[config.mk]
export PLATFORM = sky130hd
export DESIGN_NAME = prf_dealloc_buffer
export DESIGN_NICKNAME = d
export VERILOG_FILES = /design/src/rtl/prf_dealloc_buffer.sv
export SDC_FILE = /design/constraint.sdc
export NUM_CORES = 1
export LEC_CHECK = 0
export ABC_AREA = 1
export CAP_MARGIN = 10
export CORE_UTILIZATION = 25
export CTS_CLUSTER_DIAMETER = 120
export DETAILED_ROUTE_END_ITERATION = 6
export PLACE_DENSITY = 0.5
export SYNTH_ARGS = -nofsm -noshare
export SYNTH_HDL_FRONTEND = slang
export SYNTH_SLANG_ARGS = --single-unit
[constraint.sdc]
create_clock -name CLK -period 7.24 [get_ports CLK]
set_input_delay 1.448 -clock CLK [delete_from_list [all_inputs] [get_ports CLK]]
set_output_delay 1.448 -clock CLK [all_outputs]
set_load 0.02 [all_outputs]
[src/rtl/prf_dealloc_buffer.sv]
// ----------------------------------------------------------------------------
// prf_dealloc_buffer
//   Writer-side companion of the banked free list. Up to DEALLOC_WIDTH freed
//   physical registers arrive per cycle from ROB commit. Each one is steered to
//   the bank selected by its low LOG_PRF_BANK_COUNT bits and queued in that
//   bank's FIFO. Each bank drains one PR per cycle into the free list under
//   valid/ready, so bursts that all target one bank are absorbed.
//
// Ports
//   CLK                   in   clock, all state on posedge
//   nRST                  in   synchronous active-low reset
//   dealloc_valid_by_way  in   way carries a freed PR
//   dealloc_PR_by_way     in   freed PR per way
//   dealloc_ready         out  whole group is accepted this cycle when high
//   fl_enq_valid_by_bank  out  bank FIFO head valid
//   fl_enq_PR_by_bank     out  head PR with the bank bits dropped
//   fl_enq_ready_by_bank  in   free list bank accepts the head
//
// Configuration
//   PRF_DEALLOC_BUF_BYPASS_EN  when defined, the lowest accepted way that
//   targets an empty bank drives that bank's output in the same cycle and is
//   only written to the FIFO if the free list does not take it. When
//   undefined, outputs come purely from registered state.
// ----------------------------------------------------------------------------
module prf_dealloc_buffer #(
    parameter int PR_COUNT        = 128,
    parameter int PRF_BANK_COUNT  = 4,
    parameter int DEALLOC_WIDTH   = 4,
    parameter int BANK_FIFO_DEPTH = 8,
    localparam int LOG_PR_COUNT       = $clog2(PR_COUNT),
    localparam int LOG_PRF_BANK_COUNT = $clog2(PRF_BANK_COUNT)
) (
    input  logic CLK,
    input  logic nRST,
    input  logic [DEALLOC_WIDTH-1:0]                         dealloc_valid_by_way,
    input  logic [DEALLOC_WIDTH-1:0][LOG_PR_COUNT-1:0]       dealloc_PR_by_way,
    output logic                                             dealloc_ready,
    output logic [PRF_BANK_COUNT-1:0]                        fl_enq_valid_by_bank,
    output logic [PRF_BANK_COUNT-1:0][LOG_PR_COUNT-LOG_PRF_BANK_COUNT-1:0] fl_enq_PR_by_bank,
    input  logic [PRF_BANK_COUNT-1:0]                        fl_enq_ready_by_bank
);

    localparam int CNT_W = $clog2(BANK_FIFO_DEPTH + 1);
    localparam int PTR_W = (BANK_FIFO_DEPTH > 1) ? $clog2(BANK_FIFO_DEPTH) : 1;
    localparam int UPW   = LOG_PR_COUNT - LOG_PRF_BANK_COUNT;
    localparam int OFS_W = $clog2(DEALLOC_WIDTH + 1);

    logic [UPW-1:0]   mem_q    [PRF_BANK_COUNT][BANK_FIFO_DEPTH];
    logic [PTR_W-1:0] wr_ptr_q [PRF_BANK_COUNT];
    logic [PTR_W-1:0] wr_ptr_d [PRF_BANK_COUNT];
    logic [PTR_W-1:0] rd_ptr_q [PRF_BANK_COUNT];
    logic [PTR_W-1:0] rd_ptr_d [PRF_BANK_COUNT];
    logic [CNT_W-1:0] cnt_q    [PRF_BANK_COUNT];
    logic [CNT_W-1:0] cnt_d    [PRF_BANK_COUNT];

    logic [DEALLOC_WIDTH-1:0]          way_we;
    logic [LOG_PRF_BANK_COUNT-1:0]     way_bank [DEALLOC_WIDTH];
    logic [PTR_W-1:0]                  way_slot [DEALLOC_WIDTH];
    logic [UPW-1:0]                    way_up   [DEALLOC_WIDTH];
    logic [OFS_W-1:0]                  n_enq    [PRF_BANK_COUNT];
    logic [PRF_BANK_COUNT-1:0]         deq;

`ifdef PRF_DEALLOC_BUF_BYPASS_EN
    logic [PRF_BANK_COUNT-1:0]         byp_valid;
    logic [UPW-1:0]                    byp_pr [PRF_BANK_COUNT];
`endif

    // Offsets never exceed DEPTH, so one conditional subtract implements
    // the modulo for any depth, power of two or not.
    function automatic logic [PTR_W-1:0] ptr_add(input logic [PTR_W-1:0] p,
                                                 input int unsigned inc);
        int unsigned s;
        s = 32'(p) + inc;
        if (s >= BANK_FIFO_DEPTH) s = s - BANK_FIFO_DEPTH;
        return PTR_W'(s);
    endfunction

    // Headroom of DEALLOC_WIDTH in every bank guarantees a whole group fits.
    always_comb begin
        dealloc_ready = 1'b1;
        for (int unsigned b = 0; b < PRF_BANK_COUNT; b++) begin
            if (cnt_q[b] > CNT_W'(BANK_FIFO_DEPTH - DEALLOC_WIDTH)) dealloc_ready = 1'b0;
        end
    end

    // Steering: walk ways lowest first so same-bank ways land in order.
    always_comb begin
        way_we = '0;
        for (int unsigned b = 0; b < PRF_BANK_COUNT; b++) n_enq[b] = '0;
`ifdef PRF_DEALLOC_BUF_BYPASS_EN
        byp_valid = '0;
        for (int unsigned b = 0; b < PRF_BANK_COUNT; b++) byp_pr[b] = '0;
`endif
        for (int unsigned w = 0; w < DEALLOC_WIDTH; w++) begin
            way_bank[w] = dealloc_PR_by_way[w][LOG_PRF_BANK_COUNT-1:0];
            way_up[w]   = dealloc_PR_by_way[w][LOG_PR_COUNT-1:LOG_PRF_BANK_COUNT];
            way_slot[w] = '0;
            if (dealloc_ready && dealloc_valid_by_way[w]) begin
                way_we[w] = 1'b1;
`ifdef PRF_DEALLOC_BUF_BYPASS_EN
                if (cnt_q[way_bank[w]] == '0 && !byp_valid[way_bank[w]]) begin
                    byp_valid[way_bank[w]] = 1'b1;
                    byp_pr[way_bank[w]]    = way_up[w];
                    if (fl_enq_ready_by_bank[way_bank[w]]) way_we[w] = 1'b0;
                end
`endif
                if (way_we[w]) begin
                    way_slot[w] = ptr_add(wr_ptr_q[way_bank[w]], 32'(n_enq[way_bank[w]]));
                    n_enq[way_bank[w]] = n_enq[way_bank[w]] + OFS_W'(1);
                end
            end
        end
    end

    always_comb begin
        for (int unsigned b = 0; b < PRF_BANK_COUNT; b++) begin
            deq[b]      = (cnt_q[b] != '0) && fl_enq_ready_by_bank[b];
            rd_ptr_d[b] = deq[b] ? ptr_add(rd_ptr_q[b], 1) : rd_ptr_q[b];
            wr_ptr_d[b] = ptr_add(wr_ptr_q[b], 32'(n_enq[b]));
            cnt_d[b]    = cnt_q[b] + CNT_W'(n_enq[b]) - CNT_W'(deq[b]);
        end
    end

    always_ff @(posedge CLK) begin
        if (!nRST) begin
            for (int unsigned b = 0; b < PRF_BANK_COUNT; b++) begin
                wr_ptr_q[b] <= '0;
                rd_ptr_q[b] <= '0;
                cnt_q[b]    <= '0;
            end
        end else begin
            for (int unsigned b = 0; b < PRF_BANK_COUNT; b++) begin
                wr_ptr_q[b] <= wr_ptr_d[b];
                rd_ptr_q[b] <= rd_ptr_d[b];
                cnt_q[b]    <= cnt_d[b];
            end
        end
    end

    // Entry storage is not reset; contents are don't-care while count is 0.
    always_ff @(posedge CLK) begin
        for (int unsigned w = 0; w < DEALLOC_WIDTH; w++) begin
            if (way_we[w]) mem_q[way_bank[w]][way_slot[w]] <= way_up[w];
        end
    end

    always_comb begin
        for (int unsigned b = 0; b < PRF_BANK_COUNT; b++) begin
            fl_enq_valid_by_bank[b] = (cnt_q[b] != '0);
            fl_enq_PR_by_bank[b]    = mem_q[b][rd_ptr_q[b]];
`ifdef PRF_DEALLOC_BUF_BYPASS_EN
            if (byp_valid[b]) begin
                fl_enq_valid_by_bank[b] = 1'b1;
                fl_enq_PR_by_bank[b]    = byp_pr[b];
            end
`endif
        end
    end

endmodule

# Word-level counts from Yosys, hierarchy flattened
# Memory sizes are Yosys's and may differ from the RTL's.
# Index checks and enable logic that the tools add are counted.
dict set report word_totals {
  wordCells 218
  mem_count 4
  out_inout_bits 25
  reg_bits 0
  ramBits 200
}
# name depth word_bits read_ports rd_ports_with_merged_regs wr line
set mem_list {}
lappend mem_list {mem_q 4 40 4 0 4 48} ;# logic [UPW-1:0] mem_q [PRF_BANK_COUNT][BANK_FIFO_DEPTH];
lappend mem_list {cnt_q 4 4 4 0 4 53} ;# logic [CNT_W-1:0] cnt_q [PRF_BANK_COUNT];
lappend mem_list {rd_ptr_q 4 3 4 0 4 51} ;# logic [PTR_W-1:0] rd_ptr_q [PRF_BANK_COUNT];
lappend mem_list {wr_ptr_q 4 3 8 0 4 49} ;# logic [PTR_W-1:0] wr_ptr_q [PRF_BANK_COUNT];
dict set report classes {
  n_reduce_logical 20
  n_addsub 36
  bitwise_logic 25
  mux 97
  n_lt_le_gt_ge 36
}
# op n
set op_table {}
lappend op_table {{$mux W40} 4}
lappend op_table {{$mux W3} 40}
lappend op_table {{$ge A4 B4 Y1 const B} 20}
lappend op_table {{$bmux W5 S3} 4}
lappend op_table {{$demux W5 S3} 4}
lappend op_table {{$mux W5} 12}
lappend op_table {{$mux W12} 4}
lappend op_table {{$bwmux W12} 3}
lappend op_table {{$sub A3 B1 Y3 const B} 12}
lappend op_table {{$add A3 B3 Y4} 8}
lappend op_table {{$not A3 Y4} 8}
lappend op_table {{$bmux W3 S2} 4}
lappend op_table {{$demux W3 S2} 4}
lappend op_table {{$add A3 B1 Y4 const B} 4}
lappend op_table {{$add A4 B3 Y4} 4}
lappend op_table {{$gt A4 B3 Y1 const B} 4}
lappend op_table {{$logic_and A1 B1 Y1} 16}
lappend op_table {{$lt A4 B1 Y1 const B} 4}
lappend op_table {{$mux W4} 4}
lappend op_table {{$reduce_bool A4 Y1} 4}
lappend op_table {{$sub A4 B1 Y4} 4}
lappend op_table {{$mux W1} 14}
lappend op_table {{$add A3 B1 Y3 const B} 4}
lappend op_table {{$and A12 B12 Y12} 1}
lappend op_table {{other kinds (4)} 24}

# Depth between registers and ports, before layout
# Gate-level depths: netlist (run 1).
# An unclocked memory read counts as a cell.
dict set report logic_depth {
  depth_word 33
  mapped_depth 30
  ltp_nobuf 30
}

# Worst setup path before layout (run 1)
# No wires, ideal clock.
dict set report synth_timing {
  kind {input -> register}
  start {in dealloc_PR_by_way[0] (netlist name)}
  end {mem mem_q[1][20] (netlist name) (enable)}
  t_required_ns 6.919
  path_buffers 1
  path_slack_ns 1.746
  path_stages 21
  t_arrival_ns 5.172
  path_cell_list {inv_1 -> nand2_1 -> clkinv_1 -> nand4_1 -> nand2_1 -> nand2_1 -> nor2_1 -> nand2_1 -> a22o_1 -> a221oi_1 -> ha_1 -> o21ai_0 -> nand2_1 -> nand4_1 -> fa_1 -> nor2_1 -> nand3_4 -> nor2_2 -> nand2_1 -> buf_2 -> nand4_1}
}
# element line
set synth_rtl {}
lappend synth_rtl {{from (decl)} 36} ;# input logic [DEALLOC_WIDTH-1:0][LOG_PR_COUNT-1:0] dealloc_PR_by_way,
lappend synth_rtl {{to (decl)} 48}

==> results of run 1 <==
routing by layer:
metal	vias up	routed length, um	part of all wire (%)
met3	140	6620	9.7
met5	-	41	0.060
met1	7874	29400	43
met4	2	2640	3.9
met2	880	29300	43
li1	7887	-	-
cell type report:
class / count / area share (%)
clock buffer: 18 / 2.37
multi-input combinational: 1664 / 47.5
tap: 846 / 5.84
timing repair buffer: 140 / 6.60
inverter: 279 / 5.78
sequential: 200 / 30.9
clock inverter: 14 / 0.974
registers in the layout, summed over array words and instances, names as in the netlist:
name / flops
cnt_q: 16
mem_q: 160
wr_ptr_q: 12
rd_ptr_q: 12
worst min-delay path: cells and delay by family (launching register included):
| kind | cells | cell delay, ps |
|---|---|---|
| AOI/OAI and AO/OA | 1 | 30 |
| DFF | 1 | 330 |
| and+or+nand+nor | 2 | 130 |
worst paths after layout:
kind                        start             end  slack [ps]  depth (start not counted)
max          dealloc_PR_by_way[1]    mem_q[1][22]         630                         23
min                rd_ptr_q[0][8]  rd_ptr_q[0][8]         530                          3
min reg2reg        rd_ptr_q[0][8]  rd_ptr_q[0][8]         530                          3
max reg2reg           cnt_q[1][1]    mem_q[1][22]        1480                         22
synth_stat cells (38+ instances only):
master	n	area share [%]
nand3_1	139	4.3
nand4_1	61	2.4
nor2_1	316	7.4
nand2_1	373	8.7
inv_1	264	6.2
dfxtp_1	40	5.0
clkbuf_1	145	3.4
o211ai_1	109	5.1
ha_1	38	3.0
edfxtp_1	160	30
a21oi_1	131	4.1
o21ai_0	324	10
cells by family (layout without fill, tap and decap cells):
kind of cell,count (synthesis),count (layout),synth area share [%]
AOI/OAI and AO/OA,675,675,23.7
muxes,1,1,0.0624
xor gates and xnor gates,12,12,0.656
and+or+nand+nor,928,928,25.0
buffers and inverters,464,451,11.4
DFF,200,200,35.0
adders and majority gates,48,48,4.22
stage by stage:
stage / instances / setup slack (ps)
after floorplan: 2328 / 1750
after global placement: 3129 / 375
after detailed placement: 3129 / 245
after CTS: 3161 / 810
after global routing: 3161 / 261
final: 3161 / 632
power groups by stage:
stage | sequential [mW] | clock [mW] | combinational, mW
final | 1.49 | 1.02 | 1.87
after CTS | 1.49 | 1.05 | 1.86
after global routing | 1.51 | 1.09 | 2.06
after detailed placement | 1.52 | 0 | 1.85
after global placement | 1.52 | 0 | 1.84
after floorplan | 1.43 | 0 | 1.21
layout by cell type, fill, tap and decap left out, drive strengths merged, types with 10 or more instances in the layout:
cell	instances
nand2	383
o21ai	355
nor2	327
inv	280
edfxtp	160
nand3	143
a21oi	132
o211ai	109
buf	80
nand4	62
clkdlybuf4s50	60
dfxtp	40
ha	38
o22ai	33
a31oi	23
clkbuf	18
clkinv	11
fa	10
nor3	10
==> summary by stage, run 1 <==
Floorplanning
The initial core utilization is 25.4%. In this run the horizontal extent of the chip is between 200 and 300 um. The core footprint is ~63000 um2. The number of I/O pins is 63. The floorplan die area is 65100 um2. After floorplanning, the core was divided into 92 placement rows.

In this run the vertical extent of the chip is 255 um.

Global route
The routing usage on met1 is 28.5%. Global routing consumed, on the met2 layer, 32.2% of the routing resources. The number of global-route vias before repair is about 16000. For this run, the total global-route usage over all layers was measured as 21.1%. The global-route met3 utilization is between 4 and 5%. Entering global routing, the biggest net connects 38 pins. The number of antenna violations at the first check in global routing was 1. The global routing stage identified its most utilized layer as met2. The first global-routing pass estimated 100000 um of wire. The remaining global-route overflow is 0.

Finish
The summed area of non-filler cells in the final layout is 18100 um2. The area of the multi-input gates is 8600 um2. The layout filler cell count is between 6000 and 7000. The area growth from synthesis to layout is 13.0%. Cells fill between 20% and 30% of the core in the end. For this run, the post-layout net count is 2388. The number of diodes is 0. The share of layout cells above drive strength 1 is 6.44%. The area taken by flip-flops and latches is 5610 um2.

Power and ir drop
The worst-case IR drop observed on VDD is about 0.00022 V. Net switching is around 43% of the power. Of the total power, combinational logic draws a little over two fifths. Summed over all nets, the switching power comes to 1.89 mW. The internal power is 2.50 mW. In this run, flip-flops and latches consume about 34% of the power.

The clock power share is 23.3%. Power spread over the standard cell area amounts to 242 nW/um2. The post-route total power is 4.39 mW. The total leakage power is approximately 7.5 nW.

Synthesis
In the synthesized netlist the dominant register cell turns out to be edfxtp_1. The number of different library cells in the post-synthesis netlist is 45. After synthesis, the mean cell area works out to 6.89 um2. The post-synthesis sequential area ratio is around a third.

The post-synthesis instance area is 16000 um2. The cell count after synthesis is 2328. The synthesized net count is 2414. The Yosys step of the flow raised 0 warnings. The number of enable-type register cells in the synthesized netlist is 160. In this run, synthesis produced a sequential element count of 200. The async set-reset flop share out of synthesis is 0%.

Clock tree
Clock-pin slew was measured on the worst setup and hold paths at 80 ps. The TritonCTS clock tree is built. The hold buffer count at CTS is 0. No sink is reached through more buffers than the 2 on the longest clock path. The latest clock arrival within the worst-skew pair is 510 ps. The clock sink count is 200.

Buffers added to address setup during post-CTS repair amount to 0. Gates resized during post-CTS repair numbered 0. The root buffer cell is clkbuf_16. The number of H-tree levels is 4.

TritonCTS created 17 clock buffers.

Detailed routing
The violation count after the first detailed-route iteration is 2135. The number of remaining DRC errors is 0. The final routed wirelength across all metal layers is 67900 um. The first TritonRoute pass finished after 6 iterations. The detail-routed via count per cell is 5.31. After detailed routing, the average wire length per cell comes to approximately 21 um. The number of vias in the routed layout is 16783. In this run the remaining antenna-violating nets after routing total 0.

STA
The number of endpoints with negative hold slack in the final report is 0. The worst max-slew margin expressed relative to the limit is 21.4%. Setup repair after global routing left no endpoint under its margin. The number of pins exceeding their max-slew limit in the final report is 0. At the pin with the least slew margin, the transition time is between 1000 and 1500 ps. Setup violations remaining at the end of the flow were counted as 0. The setup TNS is 0 ps. The worst path needs 6610 ps of the cycle, external delays included.

The worst hold slack after final layout is between 500 and 600 ps. The worst clock skew on the final layout is 9.06 ps. The period utilization is between 90% and 100%.

The peak clock frequency supported by timing is 151 MHz.

Critical path
Traced cell by cell, the critical path runs through clkdlybuf4s50_1 > nand2_1 > clkinv_1 > nand4_1 > nand2_1 > nand2_1 > nor2_1 > nand2_1 > a22o_1 > a221oi_1 > ha_1 > o21ai_0 > nand2_1 > nand4_1 > fa_1 > inv_1 > xor2_1 > inv_1 > nand2_4 > nand3_4 > nor2_2 > nand2_1 > nand4_1. In this run the worst path has a maximum fanout of 11. The data required time of the critical path is 7430 ps. For this design, the slowest cell found on the critical path is clkdlybuf4s50_1. The number of buffer and inverter stages on the critical path is 4.

Among the stages of the critical path, the cell type that occurs most often is nand2_1. STA puts the critical path data arrival time at 6800 ps. STA classifies the critical path startpoint as an input port. The cell family contributing the most delay on the critical path is simple AND/OR/NAND/NOR gates. The critical path is of the input port to register type.

The stage delay of the slowest cell on the critical path is 560 ps. The endpoint type of the worst setup path is a register.

Min path
The worst hold path belongs to the class register to register.

Place
The final weighted congestion in routability-driven placement is 0.943. The detailed placement HPWL is about 48000 um. The placed instances occupy a cell area of around 18000 um2.

In this run the tool buffered the top-level ports with 62 buffer cells.

Run status
The flow ran to the end, and the final reports show no timing, DRC or antenna violations.

Run
The count of max-cap constraint violations is 0.
No activity file was read; power rests on OpenSTA's default activity.
==> inputs of run 2 (changes only) <==
--- a/config.mk
+++ b/config.mk
@@ -6,7 +6,7 @@
 export NUM_CORES = 1
 export LEC_CHECK = 0
 export ABC_AREA = 1
-export CAP_MARGIN = 10
+export CAP_MARGIN = 20
 export CORE_UTILIZATION = 25
 export CTS_CLUSTER_DIAMETER = 120
 export DETAILED_ROUTE_END_ITERATION = 6
==> results of run 2 <==
Same layout as run 1: the final DEF is identical, and so are final timing and power.
